--- config.mk ---
export PLATFORM = sky130hd
export DESIGN_NAME = regfile_context_engine_flat
export DESIGN_NICKNAME = d
export VERILOG_FILES = /design/src/rtl/regfile_context_engine_pkg.sv /design/src/rtl/regfile_context_engine_if.sv /design/src/rtl/regfile_context_engine.sv /design/src/flat_wrapper.sv
export SDC_FILE = /design/constraint.sdc
export NUM_CORES = 1
export LEC_CHECK = 0
export BUFFER_PORTS_ARGS = -buffer_cell sky130_fd_sc_hd__buf_2
export CORE_MARGIN = 8
export CORE_UTILIZATION = 44
export CTS_CLUSTER_SIZE = 16
export DETAILED_ROUTE_END_ITERATION = 12
export GPL_ROUTABILITY_DRIVEN = 0
export MAX_ROUTING_LAYER = met4
export PLACE_DENSITY = 0.81
export SLEW_MARGIN = 20
export SYNTH_ARGS = -nofsm -noshare
export SYNTH_HDL_FRONTEND = slang
export SYNTH_SLANG_ARGS = --single-unit
--- constraint.sdc ---
create_clock -name clk -period 2.44 [get_ports clk]
set_input_delay 0.122 -clock clk [delete_from_list [all_inputs] [get_ports clk]]
set_output_delay 0.122 -clock clk [all_outputs]
set_load 0.1 [all_outputs]
--- src/rtl/regfile_context_engine_pkg.sv ---
// Shared types for the register-file context save/restore engine.
package regfile_ctx_pkg;

    typedef enum logic {
        CtxSave    = 1'b0,
        CtxRestore = 1'b1
    } ctx_op_t;

    typedef enum logic [2:0] {
        StIdle     = 3'd0,
        StSave     = 3'd1,
        StLoadReq  = 3'd2,
        StLoadWait = 3'd3,
        StDone     = 3'd4
    } ctx_state_t;

    localparam int WordBytes = 4;

endpackage

--- src/rtl/regfile_context_engine_if.sv ---
// Bundle of the controller, register-file and data-memory signals seen by the engine.
interface regfile_context_engine_if #(
    parameter int DataWidth  = 32,
    parameter int IndexWidth = 5,
    parameter int AddrWidth  = 32
) ();

    logic                  start;
    logic                  op;
    logic [AddrWidth-1:0]  baseAddr;
    logic                  busy;
    logic                  done;

    logic [IndexWidth-1:0] rfReadAddr;
    logic [DataWidth-1:0]  rfReadData;
    logic                  rfWriteEn;
    logic [IndexWidth-1:0] rfWriteAddr;
    logic [DataWidth-1:0]  rfWriteData;

    logic                  memReq;
    logic                  memWe;
    logic [AddrWidth-1:0]  memAddr;
    logic [DataWidth-1:0]  memWData;
    logic                  memGnt;
    logic                  memRValid;
    logic [DataWidth-1:0]  memRData;

    modport master (
        input  start, op, baseAddr, rfReadData, memGnt, memRValid, memRData,
        output busy, done, rfReadAddr, rfWriteEn, rfWriteAddr, rfWriteData,
               memReq, memWe, memAddr, memWData
    );

    modport slave (
        output start, op, baseAddr, rfReadData, memGnt, memRValid, memRData,
        input  busy, done, rfReadAddr, rfWriteEn, rfWriteAddr, rfWriteData,
               memReq, memWe, memAddr, memWData
    );

endinterface

--- src/rtl/regfile_context_engine.sv ---
// Saves or restores registers FirstReg..LastReg to/from a word-aligned memory area,
// one register per memory transaction. States: Idle -> Save | LoadReq<->LoadWait -> Done.
module regfile_context_engine
    import regfile_ctx_pkg::*;
#(
    parameter int DataWidth  = 32,
    parameter int NumRegs    = 32,
    parameter int IndexWidth = $clog2(NumRegs),
    parameter int AddrWidth  = 32,
    parameter int FirstReg   = 1,
    parameter int LastReg    = 31
) (
    input  logic                     clk,
    input  logic                     reset,
    regfile_context_engine_if.master bus
);

    localparam logic [IndexWidth-1:0] FirstIdx  = IndexWidth'(FirstReg);
    localparam logic [IndexWidth-1:0] LastIdx   = IndexWidth'(LastReg);
    localparam logic [IndexWidth-1:0] IdxOne    = IndexWidth'(1);
    localparam logic [AddrWidth-1:0]  AddrStep  = AddrWidth'(WordBytes);
    localparam logic [AddrWidth-1:0]  AlignMask = ~AddrWidth'(WordBytes - 1);
    localparam logic [DataWidth-1:0]  ZeroData  = '0;

    if (FirstReg < 1 || LastReg < FirstReg || LastReg >= NumRegs) begin : g_bad_range
        $error("regfile_context_engine: register range %0d..%0d invalid for %0d registers",
               FirstReg, LastReg, NumRegs);
    end

    ctx_state_t            state_q;
    logic [IndexWidth-1:0] idx_q;
    logic [AddrWidth-1:0]  addr_q;
    logic                  busy_q;
    logic                  done_q;
    logic                  mem_req_q;
    logic                  mem_we_q;
    logic                  last_reg;
    logic                  wr_fire;

    assign last_reg = (idx_q == LastIdx);
    assign wr_fire  = (state_q == StLoadWait) && bus.memRValid;

    // addr_q tracks base + (idx - FirstReg) * WordBytes incrementally, wrapping silently.
    always_ff @(posedge clk) begin
        if (!reset) begin
            state_q   <= StIdle;
            idx_q     <= '0;
            addr_q    <= '0;
            busy_q    <= 1'b0;
            done_q    <= 1'b0;
            mem_req_q <= 1'b0;
            mem_we_q  <= 1'b0;
        end else begin
            unique case (state_q)
                StIdle: begin
                    done_q <= 1'b0;
                    if (bus.start) begin
                        addr_q    <= bus.baseAddr & AlignMask;
                        idx_q     <= FirstIdx;
                        busy_q    <= 1'b1;
                        mem_req_q <= 1'b1;
                        if (ctx_op_t'(bus.op) == CtxSave) begin
                            state_q  <= StSave;
                            mem_we_q <= 1'b1;
                        end else begin
                            state_q  <= StLoadReq;
                            mem_we_q <= 1'b0;
                        end
                    end
                end
                StSave: begin
                    if (bus.memGnt) begin
                        if (last_reg) begin
                            state_q   <= StDone;
                            busy_q    <= 1'b0;
                            done_q    <= 1'b1;
                            mem_req_q <= 1'b0;
                            mem_we_q  <= 1'b0;
                        end else begin
                            idx_q  <= idx_q + IdxOne;
                            addr_q <= addr_q + AddrStep;
                        end
                    end
                end
                StLoadReq: begin
                    if (bus.memGnt) begin
                        state_q   <= StLoadWait;
                        mem_req_q <= 1'b0;
                    end
                end
                StLoadWait: begin
                    if (bus.memRValid) begin
                        if (last_reg) begin
                            state_q <= StDone;
                            busy_q  <= 1'b0;
                            done_q  <= 1'b1;
                        end else begin
                            state_q   <= StLoadReq;
                            idx_q     <= idx_q + IdxOne;
                            addr_q    <= addr_q + AddrStep;
                            mem_req_q <= 1'b1;
                        end
                    end
                end
                StDone: begin
                    done_q  <= 1'b0;
                    state_q <= StIdle;
                end
                default: begin
                    state_q <= StIdle;
                end
            endcase
        end
    end

    // Store data and write-back are combinational so each transfer costs no extra cycle.
    assign bus.busy        = busy_q;
    assign bus.done        = done_q;
    assign bus.memReq      = mem_req_q;
    assign bus.memWe       = mem_we_q;
    assign bus.memAddr     = mem_req_q ? addr_q : '0;
    assign bus.rfReadAddr  = (state_q == StSave) ? idx_q : '0;
    assign bus.memWData    = (state_q == StSave) ? bus.rfReadData : ZeroData;
    assign bus.rfWriteEn   = wr_fire;
    assign bus.rfWriteAddr = wr_fire ? idx_q : '0;
    assign bus.rfWriteData = wr_fire ? bus.memRData : ZeroData;

endmodule

--- src/flat_wrapper.sv ---
// flat-port wrapper written by rule: the top's interface ports become plain ports
module regfile_context_engine_flat import regfile_ctx_pkg::*;
#(
    parameter int DataWidth  = 32,
    parameter int NumRegs    = 32,
    parameter int IndexWidth = $clog2(NumRegs),
    parameter int AddrWidth  = 32,
    parameter int FirstReg   = 1,
    parameter int LastReg    = 31
)
  (clk, reset, bus_start, bus_op, bus_baseAddr, bus_rfReadData, bus_memGnt, bus_memRValid, bus_memRData, bus_busy, bus_done, bus_rfReadAddr, bus_rfWriteEn, bus_rfWriteAddr, bus_rfWriteData, bus_memReq, bus_memWe, bus_memAddr, bus_memWData);
  regfile_context_engine_if #(.DataWidth(DataWidth), .IndexWidth(IndexWidth), .AddrWidth(AddrWidth)) bus_i ();
  input  logic clk;
  input  logic reset;
  input wire logic [$bits(bus_i.start)-1:0] bus_start;
  input wire logic [$bits(bus_i.op)-1:0] bus_op;
  input wire logic [$bits(bus_i.baseAddr)-1:0] bus_baseAddr;
  input wire logic [$bits(bus_i.rfReadData)-1:0] bus_rfReadData;
  input wire logic [$bits(bus_i.memGnt)-1:0] bus_memGnt;
  input wire logic [$bits(bus_i.memRValid)-1:0] bus_memRValid;
  input wire logic [$bits(bus_i.memRData)-1:0] bus_memRData;
  output wire logic [$bits(bus_i.busy)-1:0] bus_busy;
  output wire logic [$bits(bus_i.done)-1:0] bus_done;
  output wire logic [$bits(bus_i.rfReadAddr)-1:0] bus_rfReadAddr;
  output wire logic [$bits(bus_i.rfWriteEn)-1:0] bus_rfWriteEn;
  output wire logic [$bits(bus_i.rfWriteAddr)-1:0] bus_rfWriteAddr;
  output wire logic [$bits(bus_i.rfWriteData)-1:0] bus_rfWriteData;
  output wire logic [$bits(bus_i.memReq)-1:0] bus_memReq;
  output wire logic [$bits(bus_i.memWe)-1:0] bus_memWe;
  output wire logic [$bits(bus_i.memAddr)-1:0] bus_memAddr;
  output wire logic [$bits(bus_i.memWData)-1:0] bus_memWData;
  assign bus_i.start = bus_start;
  assign bus_i.op = bus_op;
  assign bus_i.baseAddr = bus_baseAddr;
  assign bus_i.rfReadData = bus_rfReadData;
  assign bus_i.memGnt = bus_memGnt;
  assign bus_i.memRValid = bus_memRValid;
  assign bus_i.memRData = bus_memRData;
  assign bus_busy = bus_i.busy;
  assign bus_done = bus_i.done;
  assign bus_rfReadAddr = bus_i.rfReadAddr;
  assign bus_rfWriteEn = bus_i.rfWriteEn;
  assign bus_rfWriteAddr = bus_i.rfWriteAddr;
  assign bus_rfWriteData = bus_i.rfWriteData;
  assign bus_memReq = bus_i.memReq;
  assign bus_memWe = bus_i.memWe;
  assign bus_memAddr = bus_i.memAddr;
  assign bus_memWData = bus_i.memWData;
  regfile_context_engine #(.DataWidth(DataWidth), .NumRegs(NumRegs), .IndexWidth(IndexWidth), .AddrWidth(AddrWidth), .FirstReg(FirstReg), .LastReg(LastReg)) u_core (.clk(clk), .reset(reset), .bus(bus_i));
endmodule
==> Word level (Yosys, flattened, before mapping) <==
Index checks and enable logic that the tools add are counted.
{ "totals": {"register_bits": 44, "ramBits": 0, "in_bits": 102, "elab_cells": 73, "mem_bits_ro": 0, "n_memories": 0, "out_inout_bits": 111, "latchBits": 0} }
{ "classes": {"div": 0, "n_reduce_logical": 12, "bitwise_logic": 0, "n_mux": 41, "eq_ne": 11, "n_mul": 0, "order_cmp": 0, "shifts": 0, "addsub": 2} }
{ "ops": {"columns": ["operator", "count"], "rows": [
  ["32-bit two-way mux", 7],
  ["32-bit case mux with 3 select lines", 1],
  ["32-bit by 3-bit adder with 32-bit output (second input constant)", 1],
  ["5-bit two-way mux", 6],
  ["3-bit two-way mux", 6],
  ["5-bit case mux with 3 select lines", 1],
  ["1-bit two-way mux", 14],
  ["3-bit case mux with 4 select lines", 1],
  ["2-bit inequality test (second input constant)", 5],
  ["4-bit AND reduction", 2],
  ["7-bit AND reduction", 1],
  ["3-bit by 2-bit == test with 1-bit output (second input constant)", 2],
  ["1-bit case mux with 3 select lines", 2],
  ["3-bit nonzero test", 2],
  ["5-bit by 1-bit adder with 5-bit output (second input constant)", 1],
  ["5-bit == test (second input constant)", 1],
  ["5-bit AND reduction", 1],
  ["1-bit case mux with 4 select lines", 1],
  ["4-bit nonzero test", 1],
  ["3-bit by 1-bit == test with 1-bit output (second input constant)", 1],
  ["3-bit == test (second input constant)", 1],
  ["3-bit zero test", 1],
  ["3-bit AND reduction", 1],
  ["2-bit two-way mux", 1],
  ["other kinds (5)", 5]
]} }

==> Logic depth before layout (Yosys ltp) <==
{ "depth": {"word_depth": 4, "mapped_depth": 10, "mapped_depth_nobuf": 8} }

==> Least setup slack after synthesis <==
No wires, ideal clock.
{ "synth_timing": {"path_kind": "reg2reg", "start": "reg u_core.state_q[2]", "end": "reg u_core.done_q, in the netlist u_core.bus.done", "t_arrival_ns": 2.693, "n_path_buf": 3, "stages_incl_launch_ff": 8, "path_slack_ns": -0.324, "required_ns": 2.368, "setup_time_ns": 0.072, "synth_period_minus_slack_ns": 2.764, "cell_sequence": "dfxtp_1 > clkbuf_1 > nand2b_1 > buf_2 > clkbuf_1 > nor2_1 > o21ai_0 > a21oi_1"} }
{ "synth_between": {"elab_chain_len": 4, "elab_cells_between_ends": 10, "classes_between": "eq/ne (5); mux (1); reduce/logical (4)"} }
{ "synth_lines": {"columns": ["item", "line_no", "rtl"], "rows": [
  ["start: declaration", "regfile_context_engine.sv:30", "ctx_state_t state_q;"],
  ["start signal: assignment", "regfile_context_engine.sv:46", "state_q <= StIdle;"],
  ["start signal: assignment", "regfile_context_engine.sv:63", "state_q <= StSave;"],
  ["start signal: assignment", "regfile_context_engine.sv:66", "state_q <= StLoadReq;"],
  ["3-bit == test or 3-bit zero test (tied branches)", "regfile_context_engine.sv:54", "unique case (state_q)"],
  ["2-bit OR reduction (no source line)", null, null],
  ["3-bit nonzero test (no source line)", null, null],
  ["3-bit AND reduction (no source line)", null, null],
  ["end signal: assignment", "regfile_context_engine.sv:50", "done_q <= 1'b0;"],
  ["end signal: assignment", "regfile_context_engine.sv:56", "done_q <= 1'b0;"],
  ["end signal: assignment", "regfile_context_engine.sv:76", "done_q <= 1'b1;"],
  ["end: declaration", "regfile_context_engine.sv:34", "logic done_q;"]
]} }
Parallel ways exist; a longest one is shown, timed or not.
A chain may end at the register's enable or synchronous reset.

==> Worst setup path after layout <==
{ "layout_timing": {"start": "reg u_core.idx_q[0]", "end": "reg u_core.addr_q[31]"} }
{ "layout_between": {"elab_chain_len": 4, "elab_cells_between_ends": 5, "classes_between": "eq/ne (1); mux (4)"} }
{ "layout_lines": {"columns": ["item", "line_no", "rtl"], "rows": [
  ["start: declaration", "regfile_context_engine.sv:31", "logic [IndexWidth-1:0] idx_q;"],
  ["start signal: assignment", "regfile_context_engine.sv:59", "idx_q <= FirstIdx;"],
  ["start signal: assignment", "regfile_context_engine.sv:80", "idx_q <= idx_q + IdxOne;"],
  ["start signal: assignment", "regfile_context_engine.sv:99", "idx_q <= idx_q + IdxOne;"],
  ["5-bit == test *", "regfile_context_engine.sv:40", "assign last_reg = (idx_q == LastIdx);"],
  ["32-bit two-way mux *", null, null],
  ["32-bit two-way mux, on equally long branches", null, null],
  ["32-bit case mux with 3 select lines *", null, null],
  ["end signal: assignment", "regfile_context_engine.sv:58", "addr_q <= bus.baseAddr & AlignMask;"],
  ["end signal: assignment", "regfile_context_engine.sv:81", "addr_q <= addr_q + AddrStep;"],
  ["end signal: assignment", "regfile_context_engine.sv:100", "addr_q <= addr_q + AddrStep;"],
  ["end: declaration", "regfile_context_engine.sv:32", "logic [AddrWidth-1:0] addr_q;"]
]} }
Mark *: on every way between the ends. The rest lies on a longest branch, timed or not. The select of a mux whose other input is x is not followed.

==> qor.csv <==
metric;value;unit
Synth Area in Compound Gates;20.6;%
pwr dens;810;nW/µm²
pre-CTS setup slack;91.4;ps
syn avg cell area;7.14;µm²
Critical Path RT;2670;ps
simple-gate share of the synthesized area;45.5;%
Clock transition at path regs;90;ps
leakage power;2.64;nW
worst hold margin;64.0;ps
kind of critical path;flop to flop;
met2 wire len;6880;µm
met3 routed WL;1310;µm
initial drt markers;382;
max-cap violation count;0;
critical path startpoint category;flop;
CTS Buffer Depth;2;
all-layer global routing usage;25.1;%
CP arrival;2560;ps
Slew Limit Fails;0;
Synth async-reset ratio;0;%
final worst path period need;2330;ps
Mapped Cells;474;
Core Footprint;7610;µm²
synthesized area;3390;µm²
layout cell share with drive strength beyond 1;39.1;%
DR vias;4462;
Slew HR;62.0;%
Adder-Cell Fraction of Synth Area;1.11;%
cts bufs inserted;5;
Final Hold Viols;0;
DRC Markers;0;
Final Cycle Share;95.6;%
CTS Hold Bufs;0;
Layout Utilization;69.7;%
CTS tree;done;
CP Max Fanout;10;
Setup TNS Final;0;ps
Root Buffer;clkbuf_8;
xor/xnor share of the synthesized area;0.517;%
VDD IR-drop max;0.000672;V
Top FF cell, synth;dfxtp_1;
die area;10800;µm²
HP Class;input pin to flop;
initial antenna violation count;0;
later-pin clock latency in the skew report;300;ps
routed len/inst;18.3;µm
Synth Register Bits;42;
Die Y;104;µm
DR top layer;met4;
Post-synth EDFFs;0;
mux cell area share after synthesis;0.628;%
vias per cell;5.78;
Final HPWL DP;11100;µm
Metal-1 WL;5800;µm
width of the die;104;µm
Synth Warn #;0;
largest net degree at the start of global routing;76;
first-pass GRT wire length;22200;µm
IO buf count;208;
CTS sink count;42;
htree depth;2;
main combinational cell family by area after synthesis;simple AND/OR/NAND/NOR gates;
number of global-route vias before repair;4260;
starting density of the core;44.5;%
setup ws final;107;ps
Final setup viols;0;
P&R area growth vs syn;56.5;%
Nets;774;
Yosys cell types;66;
DRT Wirelength;14100;µm
row count;32;
Congestion Overflow GR;0;
I/O pins;213;
First-pass DRT Iterations;5;
fmax;429;MHz
clock skew;10.6;ps
Worst setup EP type;flop;
ANT cells;0;
Total Power;4.29;mW
sequential area share after synthesis;24.8;%
ANT nets after route;0;
worst-margin pin slew;556;ps
status;finished clean;
-- layout by cell type (no fill, tap or decap), types with 4 or more instances in the layout --
cell type	synthesis	routed
o31a_1	4	4
a211oi_1	6	6
buf_2	7	164
a31o_2	4	4
buf_4	3	24
nor2_1	36	35
a31oi_1	12	12
clkbuf_4	0	4
a21oi_1	20	20
dfxtp_1	42	42
inv_1	8	8
or3_1	5	5
a22oi_1	5	5
nand2_1	40	40
buf_12	0	41
and2_1	34	34
o21ai_0	17	17
nand4_1	12	12
clkbuf_8	0	5
nor3_1	10	10
and3_1	78	78
or4_1	5	5
nand3_1	24	24
-- worst paths after layout --
check | from | end | slack (ps) | cells after the start
worst max-delay path | u_core.idx_q[0]$_SDFFE_PN0P_ | u_core.addr_q[31]$_SDFFE_PN0P_ | 110 | 8
worst min-delay path | bus_baseAddr[15] | u_core.addr_q[15]$_SDFFE_PN0P_ | 60 | 3
worst min register to register | u_core.bus.done$_SDFFE_PN0P_ | u_core.bus.done$_SDFFE_PN0P_ | 440 | 2
worst max register to register | u_core.idx_q[0]$_SDFFE_PN0P_ | u_core.addr_q[31]$_SDFFE_PN0P_ | 110 | 8
-- stage by stage --
step | std cells | area, µm²
after floorplan | 475 | 3390
after global placement | 758 | 5130
after detailed placement | 758 | 5130
after CTS | 766 | 5240
after global routing | 772 | 5300
final | 772 | 5300
-- synthesized netlist by cell type (6+ instances only) --
cell | number | area [µm²]
a31oi_1 | 12 | 75.1
nor2_1 | 36 | 135
nand3_1 | 24 | 120
nand2_1 | 40 | 150
a211oi_1 | 6 | 45.0
and2_1 | 34 | 213
and3_1 | 78 | 488
clkbuf_1 | 34 | 128
buf_2 | 7 | 35.0
dfxtp_1 | 42 | 841
nor3_1 | 10 | 50.1
a21oi_1 | 20 | 100
inv_1 | 8 | 30.0
o21ai_0 | 17 | 85.1
nand4_1 | 12 | 75.1
-- per-layer routing --
metal / vias to the layer above / global-route usage (%)
met5: - / -
met4: 0 / 5.07
met3: 14 / 7.25
met2: 233 / 40.5
met1: 2090 / 30.5
li1: 2125 / -
-- cells by family (layout without fill, tap and decap cells) --
family,after synthesis,after routing
compound gates,100,100
xor+xnor,2,2
fa+ha+maj,3,3
buf+inv,55,250
flops,42,42
mux,2,2
other cells,1,2
simple gates,269,269
-- final cells by class --
cell class | instances | area [µm²]
Clock buffer | 7 | 76.3
Clock inverter | 1 | 30.0
Fill cell | 621 | 2310
Inverter | 9 | 33.8
Multi-Input combinational cell | 378 | 2340
Sequential cell | 42 | 841
Tap cell | 102 | 128
Timing Repair Buffer | 233 | 1850
-- critical path, cell delays in order (launching register included) --
cell      delay, ps
dfxtp_1         320
ha_1            200
and3_1          190
ha_1            260
a21oi_2         210
buf_4           140
o211ai_2        200
or4_4           580
a41oi_2         170
-- where the power goes --
group,total (mW),leakage (nW),internal [mW],switching [mW]
combinational,2.68,2.24,0.694,1.99
sequential,1.05,0.345,0.824,0.227
clock,0.562,0.0524,0.307,0.255
-- registers in the layout, indices dropped and copies added (netlist names) --
register and cells:
u_core.addr_q 30, u_core.idx_q 5, u_core.bus.busy 1, u_core.bus.memWe 1, u_core.bus.done 1, u_core.bus.memReq 1, u_core.state_q 3
-- what timing repair did --
item | in CTS | in global routing
resized for setup | 0 | 6
buffers inserted | 0 | 6
endpoints found under the setup margin | 0 | 31
Power figures use the tool's default switching activity.
